File: src/rtl/mel_log_compress.sv
// Log-compression stage after the mel filterbank: captures a frame of mel energies,
// then streams Mitchell-approximated log2 values over a valid/ready handshake.
module mel_log_compress #(
    parameter int IN_WIDTH    = 24,
    parameter int NUM_FILTERS = 26,
    parameter int FRAC_BITS   = 4,
    parameter int OUT_WIDTH   = 16
) (
    input  logic                             clk,
    input  logic                             rst,
    input  logic [NUM_FILTERS*IN_WIDTH-1:0]  mel_in,
    input  logic                             mel_valid,
    output logic                             busy,
    output logic [OUT_WIDTH-1:0]             log_data,
    output logic                             log_valid,
    input  logic                             log_ready,
    output logic [$clog2(NUM_FILTERS)-1:0]   log_index,
    output logic                             log_last,
    output logic [7:0]                       drop_count
);

    localparam int IDX_W = $clog2(NUM_FILTERS);
    localparam int PW    = $clog2(IN_WIDTH);
    localparam logic [IDX_W-1:0] LAST_IDX = IDX_W'(NUM_FILTERS - 1);

    typedef enum logic [1:0] {
        IDLE = 2'd0,
        LOAD = 2'd1,
        EMIT = 2'd2
    } state_t;

    state_t                     state_q;
    logic signed [IN_WIDTH-1:0] buf_q [NUM_FILTERS];
    logic [OUT_WIDTH-1:0]       log_data_q;
    logic                       log_valid_q;
    logic [IDX_W-1:0]           log_index_q;
    logic                       log_last_q;
    logic                       busy_q;
    logic [7:0]                 drop_q;

    logic                       handshake_s;
    logic                       at_last_s;
    logic                       capture_s;
    logic                       drop_s;
    logic [IDX_W-1:0]           sel_d;
    logic [OUT_WIDTH-1:0]       log_d;

    // Mitchell log2: integer part is the MSB position, fraction is the bits just below it.
    function automatic logic [OUT_WIDTH-1:0] log2_fn(input logic signed [IN_WIDTH-1:0] x);
        logic [IN_WIDTH-1:0]  mag;
        logic [IN_WIDTH-1:0]  norm;
        logic [PW-1:0]        p;
        logic [FRAC_BITS-1:0] f;
        logic [OUT_WIDTH-1:0] res;
        mag = x;
        p   = '0;
        for (int b = 0; b < IN_WIDTH - 1; b++) begin
            if (mag[b]) begin
                p = PW'(b);
            end else begin
                p = p;
            end
        end
        norm = mag << (PW'(IN_WIDTH - 1) - p);
        f    = norm[IN_WIDTH-2 -: FRAC_BITS];
        res  = '0;
        if (!x[IN_WIDTH-1] && (x != '0)) begin
            res[PW+FRAC_BITS-1:0] = {p, f};
        end else begin
            res = '0;
        end
        return res;
    endfunction

    // Handshake decode, next element selection and drop/accept decisions.
    always_comb begin
        handshake_s = log_valid_q && log_ready;
        at_last_s   = (log_index_q == LAST_IDX);
        if ((state_q == EMIT) && !at_last_s) begin
            sel_d = log_index_q + IDX_W'(1);
        end else begin
            sel_d = '0;
        end
        log_d = log2_fn(buf_q[sel_d]);
        case (state_q)
            IDLE: begin
                capture_s = mel_valid;
                drop_s    = 1'b0;
            end
            LOAD: begin
                capture_s = 1'b0;
                drop_s    = mel_valid;
            end
            EMIT: begin
                capture_s = mel_valid && handshake_s && at_last_s;
                drop_s    = mel_valid && !(handshake_s && at_last_s);
            end
            default: begin
                capture_s = 1'b0;
                drop_s    = 1'b0;
            end
        endcase
    end

    // Frame buffer; contents are don't-care after reset so it carries no reset.
    always_ff @(posedge clk) begin
        if (capture_s && !rst) begin
            for (int i = 0; i < NUM_FILTERS; i++) begin
                buf_q[i] <= mel_in[i*IN_WIDTH +: IN_WIDTH];
            end
        end else begin
            for (int i = 0; i < NUM_FILTERS; i++) begin
                buf_q[i] <= buf_q[i];
            end
        end
    end

    // Control FSM with registered stream outputs and saturating drop counter.
    always_ff @(posedge clk) begin
        if (rst) begin
            state_q     <= IDLE;
            log_data_q  <= '0;
            log_valid_q <= 1'b0;
            log_index_q <= '0;
            log_last_q  <= 1'b0;
            busy_q      <= 1'b0;
            drop_q      <= 8'd0;
        end else begin
            if (drop_s && (drop_q != 8'hFF)) begin
                drop_q <= drop_q + 8'd1;
            end
            case (state_q)
                IDLE: begin
                    if (mel_valid) begin
                        state_q <= LOAD;
                        busy_q  <= 1'b1;
                    end
                end
                LOAD: begin
                    log_data_q  <= log_d;
                    log_index_q <= '0;
                    log_last_q  <= (LAST_IDX == '0);
                    log_valid_q <= 1'b1;
                    state_q     <= EMIT;
                end
                EMIT: begin
                    if (handshake_s && at_last_s) begin
                        log_valid_q <= 1'b0;
                        log_last_q  <= 1'b0;
                        if (mel_valid) begin
                            state_q <= LOAD;
                        end else begin
                            state_q <= IDLE;
                            busy_q  <= 1'b0;
                        end
                    end else if (handshake_s) begin
                        log_data_q  <= log_d;
                        log_index_q <= sel_d;
                        log_last_q  <= (sel_d == LAST_IDX);
                    end
                end
                default: begin
                    state_q     <= IDLE;
                    log_valid_q <= 1'b0;
                    log_last_q  <= 1'b0;
                    busy_q      <= 1'b0;
                end
            endcase
        end
    end

    assign busy       = busy_q;
    assign log_data   = log_data_q;
    assign log_valid  = log_valid_q;
    assign log_index  = log_index_q;
    assign log_last   = log_last_q;
    assign drop_count = drop_q;

endmodule

File: config.mk
export PLATFORM = sky130hd
export DESIGN_NAME = mel_log_compress
export DESIGN_NICKNAME = d
export VERILOG_FILES = /design/src/rtl/mel_log_compress.sv
export SDC_FILE = /design/constraint.sdc
export NUM_CORES = 1
export LEC_CHECK = 0
export ABC_CLOCK_PERIOD_IN_PS = 52400
export CAP_MARGIN = 0
export CORE_MARGIN = 4
export CORE_UTILIZATION = 45
export CTS_CLUSTER_SIZE = 20
export DETAILED_ROUTE_END_ITERATION = 8
export GPL_TIMING_DRIVEN = 0
export PLACE_DENSITY = 0.89
export REMOVE_ABC_BUFFERS = 1
export SLEW_MARGIN = 20
export SYNTH_ARGS = -nofsm -noshare
export SYNTH_HDL_FRONTEND = slang
export SYNTH_SLANG_ARGS = --single-unit
File: constraint.sdc
create_clock -name clk -period 52.4 [get_ports clk]
set_input_delay 7.86 -clock clk [delete_from_list [all_inputs] [get_ports clk]]
set_output_delay 7.86 -clock clk [all_outputs]
set_load 0.01 [all_outputs]
# Word level (Yosys, flattened, before mapping)

Memory sizes are Yosys's and may differ from the RTL's.
Cells that the tools add are included.

Bits of input ports: 628
Bits in writable memories: 624
Word-level logic and storage cells: 148
Flip-flop bits (word level): 34
Memories kept: 1

Eq/ne operators: 12
Bitwise operators: 28
Reductions and logical operators: 22
$add $sub $neg: 3
Shift-type cells: 1
Multiplexer cells: 74

Memory list:

| name  | words | bits a word | read ports | clocked after memory_dff | write ports | line | RTL |
|---|---|---|---|---|---|---|---|
| buf_q | 26    | 24          | 1          | 0                        | 26          | 33   | `logic signed [IN_WIDTH-1:0] buf_q [NUM_FILTERS];` |

Operators with widths:

| operator              | number |
|---|---|
| $mux W24              | 26 |
| $mux W5               | 24 |
| $mux W16              | 2 |
| $pmux W16 S2          | 1 |
| $or A1 B1 Y1          | 26 |
| $reduce_bool A24 Y1   | 1 |
| $shl A24 B5 Y23       | 1 |
| $mux W1               | 11 |
| $eq A5 B5 Y1 const B  | 2 |
| $pmux W5 S2           | 1 |
| $logic_and A1 B1 Y1   | 9 |
| $mux W9               | 1 |
| $add A8 B1 Y8 const B | 1 |
| $ne A2 B2 Y1 const B  | 4 |
| $ne A8 B8 Y1 const B  | 1 |
| $reduce_and A2 Y1     | 4 |
| $pmux W1 S2           | 3 |
| $pmux W1 S3           | 2 |
| $pmux W2 S3           | 1 |
| $add A5 B1 Y5 const B | 1 |
| $sub A5 B5 Y5 const A | 1 |
| $logic_not A1 Y1      | 4 |
| $mux W2               | 2 |
| $reduce_and A4 Y1     | 1 |
| 9 further kinds       | 10 |

# Depth between registers and ports, before layout

Gate-level depths: netlist of run 1.
An unclocked memory read counts as a cell.

Depth in word-level cells: 33
Depth in mapped cells: 26
Mapped depth without buffers: 15

# Least setup slack after synthesis of run 1

Ideal clock, no wire load.

Kind: input-to-reg
Start point: input port rst
End point: memory buf_q[0][0], enable pin
Cell stages on the path: 2
Slack: -0.003 ns
Arrival time: 50.019 ns
Library setup time: 2.384 ns
Cells stage by stage: buf_2 -> nor3_1

RTL lines:

| item               | line | RTL |
|---|---|---|
| start: declaration | 10   | `input logic rst,` |
| end: declaration   | 33   |  |

==> run summary, run 1 <==
Synth Area in Compound Gates = 13.4%
RSZ-0062 raised after global routing = no
Cell mode on critical path = buf_4
Initial DRC Count = 2786
Static leakage = 12.7 nW
Initial antenna violation count = 19
Synthesized cell area = 0.0272 mm^2
Startpoint Class = primary input
Vias/cell = 6.35
# IOs = 660
CP startpoint = log_ready
Syn Inst Count = 1809
Die Y = 254 um
Post-synthesis register bit count = 651
Post-CTS Hold Buffers = 0
Critical-path top delay cell = nor3_2
Multiplexer share of the synthesized area = 4.51%
Clk Tree Root Cell = clkbuf_16
First-pass GRT wire length = 145000 um
DRT Pass-1 Iters = 8
WP data arrival = 12550 ps
Die area = 0.0644 mm^2
Synth cell types = 103
Min-delay src = log_data[4]
Global Route Usage Sum = 31.1%
H-tree levels = 3
Max_cap viols = 0
HPWL after DPL = 75100 um
PD cells = 37.6 mW/mm^2
Part of the cycle the worst path needs = 23.4%
Fin crit period = 12260 ps
Class of the most critical setup path = primary input to flip-flop
Starting Density = 45.7%
Via count = 21241
Post-CTS Setup Repair Bufs = 0
Yosys top cell area share = 68.9%
Crit-path max cell delay = 620 ps
Synth Area in XOR/XNOR = 0.391%
Buffers and inverters on the worst path = 15
Post-Synth Adder-Cell Area = 0.322%
Mean Syn Cell Area = 15.0 um^2
Gpl congestion = 0.885
Synth-to-Final Area Change = 37.3%
Post-Layout Cell Count = 3347
Crit. End Element = flip-flop
Fmax achieved = 81.6 MHz
Core box area = 0.0595 mm^2
CP top delay family = buffers and inverters
Asr flop ratio synth = 0%
Largest family of logic cells by synthesized area = compound AO/OA/AOI/OAI gates
Status = finished clean
Drc violations = 0
Crit-path max FO = 12
Worst Setup Slack, final = 40140 ps
Layout cells sized above 1 = 10.7%
Slew Limit Fails = 0
VDD IR max = 0.0000388 V
Clock sinks = 651
Critical path depth = 19
Clk_lat worst skew = 600 ps
Worst Hold Class = flip-flop to flip-flop
CTS tree = yes
Worst-path clk slew = 60 ps
R2R depth = 15
Num CTS Buffers = 67
Setup Viol. Count Final = 0
Routed Antenna Nets = 0
DP Cell Count = 3210
Slew HR = 20.5%
Layout net count = 3141
Most frequent cell after synthesis = edfxtp_1
Simple-Gate Fraction of Synth Area = 7.19%
Sequence of cells on the critical path = clkdlybuf4s50_1, nand2_1, nor2_1, a21oi_1, nor3_2, buf_6, buf_4, buf_4, buf_4, buf_4, buf_6, buf_4, buf_4, buf_4, buf_6, buf_4, buf_4, buf_4, buf_4
Hold depth = 2
Clock Path Buffers = 3
Post-place setup slack = 39630 ps
GRT overflow = 0
Largest net degree at the start of global routing = 81
Synth warnings = 0
Slew @ Worst Pin = 1190 ps
Largest area contributor in the netlist = edfxtp_1
# resized after CTS = 0
Sequential cell area fraction in the yosys report = 70.9%
Reg2reg start = log_index[0]
Final Skew = 25.4 ps
DR WL/cell = 31.2 um
Synth area leaders = edfxtp_1, mux2i_1, nand2_1
Std cell rows = 89
CP required = 52690 ps
Ys flop type = edfxtp_1
Number of flops mapped to enable cells by yosys = 624
Final Hold Viols = 0
Port Buf Inserts = 652
Post-Route WL = 105000 um
Vias in the first global route = 21823
Synth cell count leaders = edfxtp_1, nand2_1, a21oi_1
Die Span X = 254 um
-- kinds of logic after synthesis --
group,Yosys count
AND/OR/NAND/NOR,397
adder cells (fa/ha/maj),7
multiplexers,109
other,1
AO/OA/AOI/OAI,496
buffers and inverters,138
XOR/XNOR,10
flip-flops,651
-- metrics by stage --
stage          util (%)  power (mW)  hold WS (ps)  setup TNS [ps]  area (um^2)
3_5_place_dp       59.2       0.941           459               0        35200
2_1_floorplan         -       0.895           470           -9820        26400
4_1_cts            62.7        1.40           475               0        37300
3_3_place_gp       57.0        1.05           441        -8303460        33900
5_1_grt            62.7        1.44           502               0        37300
6_report           62.8        1.40           480               0        37300
-- state kept, by name, summed over array words and instances, names as in the netlist --
signal	cells
log_last	1
log_index	5
drop_count	8
log_valid	1
busy	1
log_data	9
state_q	2
buf_q	624
-- worst reg2reg max path, cell delays in order, from the launching register on --
cell and delay (ps):
dfxtp_4 500, buf_16 270, ha_1 330, nand4b_4 850, nand2_8 870, buf_16 410, mux2i_1 450, o211ai_1 350
a221oi_1 190, a31oi_1 760, o211ai_1 210, a221oi_2 550, o22a_1 790, nor2_1 80, a2111oi_0 670, o31ai_1 180
-- metal layers --
layer	share of wire (%)	vias to the layer above	track usage [%]
li1	-	8714	-
met1	33	10372	36.6
met2	50	1774	52.8
met3	11	375	7.86
met4	5.8	6	16.4
met5	0.039	-	0
-- power breakdown --
| part | leakage (nW) | switching [mW] | internal, mW |
|---|---|---|---|
| Clock | 1.01 | 0.203 | 0.261 |
| Combinational | 5.73 | 0.164 | 0.118 |
| Sequential | 6.00 | 0.0184 | 0.638 |
-- path summary, 6_finish.rpt --
| check | to | slack, ps |
|---|---|---|
| max | buf_q[19][15] | 40140 |
| min | log_data[4] | 480 |
| max reg2reg | log_data[0] | 44800 |
| min reg2reg | log_data[4] | 480 |
-- area by class of cell --
type / count / area [um^2]
inverters: 13 / 50.0
clock buffers: 83 / 1770
flip-flops and latches: 651 / 19300
multi-input cells: 1026 / 7190
repair buffers: 747 / 7710
fillers: 4004 / 22100
well taps: 773 / 967
diodes: 21 / 52.6
clock inverters: 33 / 314
-- cell usage in the layout, fill, tap and decap left out, types with 11 or more instances in the layout --
| cell type | instances |
|---|---|
| buf_6 | 20 |
| nor2_1 | 58 |
| o211ai_1 | 24 |
| dfxtp_1 | 26 |
| clkbuf_16 | 67 |
| o221ai_1 | 45 |
| nand2_1 | 147 |
| a22oi_1 | 15 |
| clkbuf_1 | 13 |
| nand3_1 | 45 |
| o21ai_0 | 53 |
| a31oi_1 | 25 |
| and3_1 | 16 |
| inv_1 | 11 |
| a221oi_1 | 13 |
| o22ai_1 | 30 |
| a221o_1 | 20 |
| edfxtp_1 | 624 |
| diode_2 | 21 |
| buf_4 | 50 |
| mux2_2 | 18 |
| clkinv_2 | 12 |
| buf_16 | 14 |
| a211oi_1 | 27 |
| a21oi_1 | 97 |
| or3_1 | 18 |
| mux2i_1 | 79 |
| clkdlybuf4s50_1 | 651 |
| nor3_1 | 27 |
No activity file was read; power rests on OpenSTA's default activity.
==> inputs of run 2 (changes only) <==
- ABC_CLOCK_PERIOD_IN_PS: 52400 -> 10510
- clock period: 52.4 -> 10.51 ns (I/O delays scaled with it)
==> run summary, run 2 (same netlist as run 1, synthesis figures left out) <==
Critical-path top delay cell = nand4b_4
Num CTS Buffers = 67
Final Skew = 29.1 ps
Fmax achieved = 132 MHz
Most common cell after layout, fill and taps aside = clkdlybuf4s50_1
Clk_lat worst skew = 600 ps
Setup Viol. Count Final = 0
DR WL/cell = 31.2 um
Starting Density = 45.7%
Post-CTS Setup Repair Bufs = 0
Post-CTS Hold Buffers = 0
CTS tree = yes
Die Y = 254 um
CP required = 11020 ps
Max_cap viols = 0
Worst-path clk slew = 60 ps
Layout cells sized above 1 = 10.7%
Top reg by flops = buf_q
Sequence of cells on the critical path = buf_16, ha_1, nand4b_4, nand2_8, buf_16, mux2i_1, o211ai_1, a221oi_1, a31oi_1, o211ai_1, a221oi_2, o22a_1, o31ai_1, a31o_2, a221o_1, a32oi_1
VDD IR max = 0.000192 V
HPWL after DPL = 75100 um
Crit-path max cell delay = 860 ps
Gpl congestion = 0.885
Worst Hold Class = flip-flop to flip-flop
Initial antenna violation count = 19
Clk Tree Root Cell = clkbuf_16
Die Span X = 254 um
CP top delay family = compound AO/OA/AOI/OAI gates
Slew HR = 22.5%
Post-Route WL = 104000 um
Util after Layout = 62.8%
Core box area = 0.0595 mm^2
RSZ-0062 raised after global routing = no
Global Route Usage Sum = 31.1%
Post-Layout Cell Count = 3346
Crit-path max FO = 80
Buffers and inverters on the worst path = 2
H-tree levels = 3
Largest net degree at the start of global routing = 81
Fin crit period = 7600 ps
Most frequent cells in the layout = clkdlybuf4s50_1, edfxtp_1, nand2_1
Slew @ Worst Pin = 1160 ps
Class of the most critical setup path = flip-flop to flip-flop
Vias/cell = 6.32
Die area = 0.0644 mm^2
# IOs = 660
Final Hold Viols = 0
Status = finished clean
Drc violations = 0
Routed Antenna Nets = 0
Layout net count = 3141
Vias in the first global route = 21835
Static leakage = 12.7 nW
Std cell rows = 89
WP data arrival = 8100 ps
PD cells = 187 mW/mm^2
Slew Limit Fails = 0
Fin Setup TNS = 0 ps
Synth-to-Final Area Change = 37.3%
Port Buf Inserts = 652
Max reg flops = 624
WHS = 476 ps
# resized after CTS = 0
GRT overflow = 0
Clock sinks = 651
Via count = 21133
Part of the cycle the worst path needs = 72.3%
Initial DRC Count = 2587
DRT Pass-1 Iters = 8
DP Cell Count = 3210
Startpoint Class = flip-flop
First-pass GRT wire length = 145000 um
Clock Path Buffers = 3
Crit. End Element = flip-flop
-- run 2: cell count changes in the layout (fill, tap and decap cells not counted), sizes merged --
cell,before,now
diode,21,20
-- run 2: final cells by class --
| cell class | count | area [um^2] |
|---|---|---|
| Tap cell | 773 | 967 |
| Multi-Input combinational cell | 1026 | 7190 |
| Antenna cell | 20 | 50.0 |
| Inverter | 13 | 50.0 |
| Sequential cell | 651 | 19300 |
| Clock inverter | 33 | 314 |
| Clock buffer | 83 | 1770 |
| Fill cell | 4005 | 22100 |
| Timing Repair Buffer | 747 | 7710 |
-- run 2: worst paths after layout --
check	cells past startpoint	slack, ps	start	to
worst min register to register	2	480	log_last	log_last
worst min-delay path	2	480	log_last	log_last
worst max register to register	16	2910	log_index[0]	log_data[3]
worst max-delay path	16	2910	log_index[0]	log_data[3]
-- run 2: stage by stage --
stage	power, mW	cell area [um^2]	setup slack (ps)
2_1_floorplan	4.45	26400	-37250
3_3_place_gp	4.92	33900	-51360
3_5_place_dp	4.69	35200	3160
4_1_cts	6.98	37300	3140
5_1_grt	7.20	37300	2800
6_report	6.99	37300	2910
-- run 2: report_power, final --
| group | switching [mW] | internal [mW] | total [mW] |
|---|---|---|---|
| combinational | 0.818 | 0.590 | 1.41 |
| sequential | 0.0914 | 3.18 | 3.27 |
| clock | 1.01 | 1.30 | 2.31 |
-- run 2: tightest hold or removal path, stage by stage, from the launching register on --
cell     delay (ps)
dfxtp_1         310
nand2_1          60
a21oi_1          50
-- run 2: layer usage --
metal | vias to the layer above | track usage (%) | part of all wire (%)
met5 | - | 0 | 0.039
met4 | 6 | 16.3 | 5.7
met3 | 367 | 8.11 | 11
met2 | 1733 | 52.7 | 50
met1 | 10322 | 36.5 | 33
li1 | 8705 | - | -
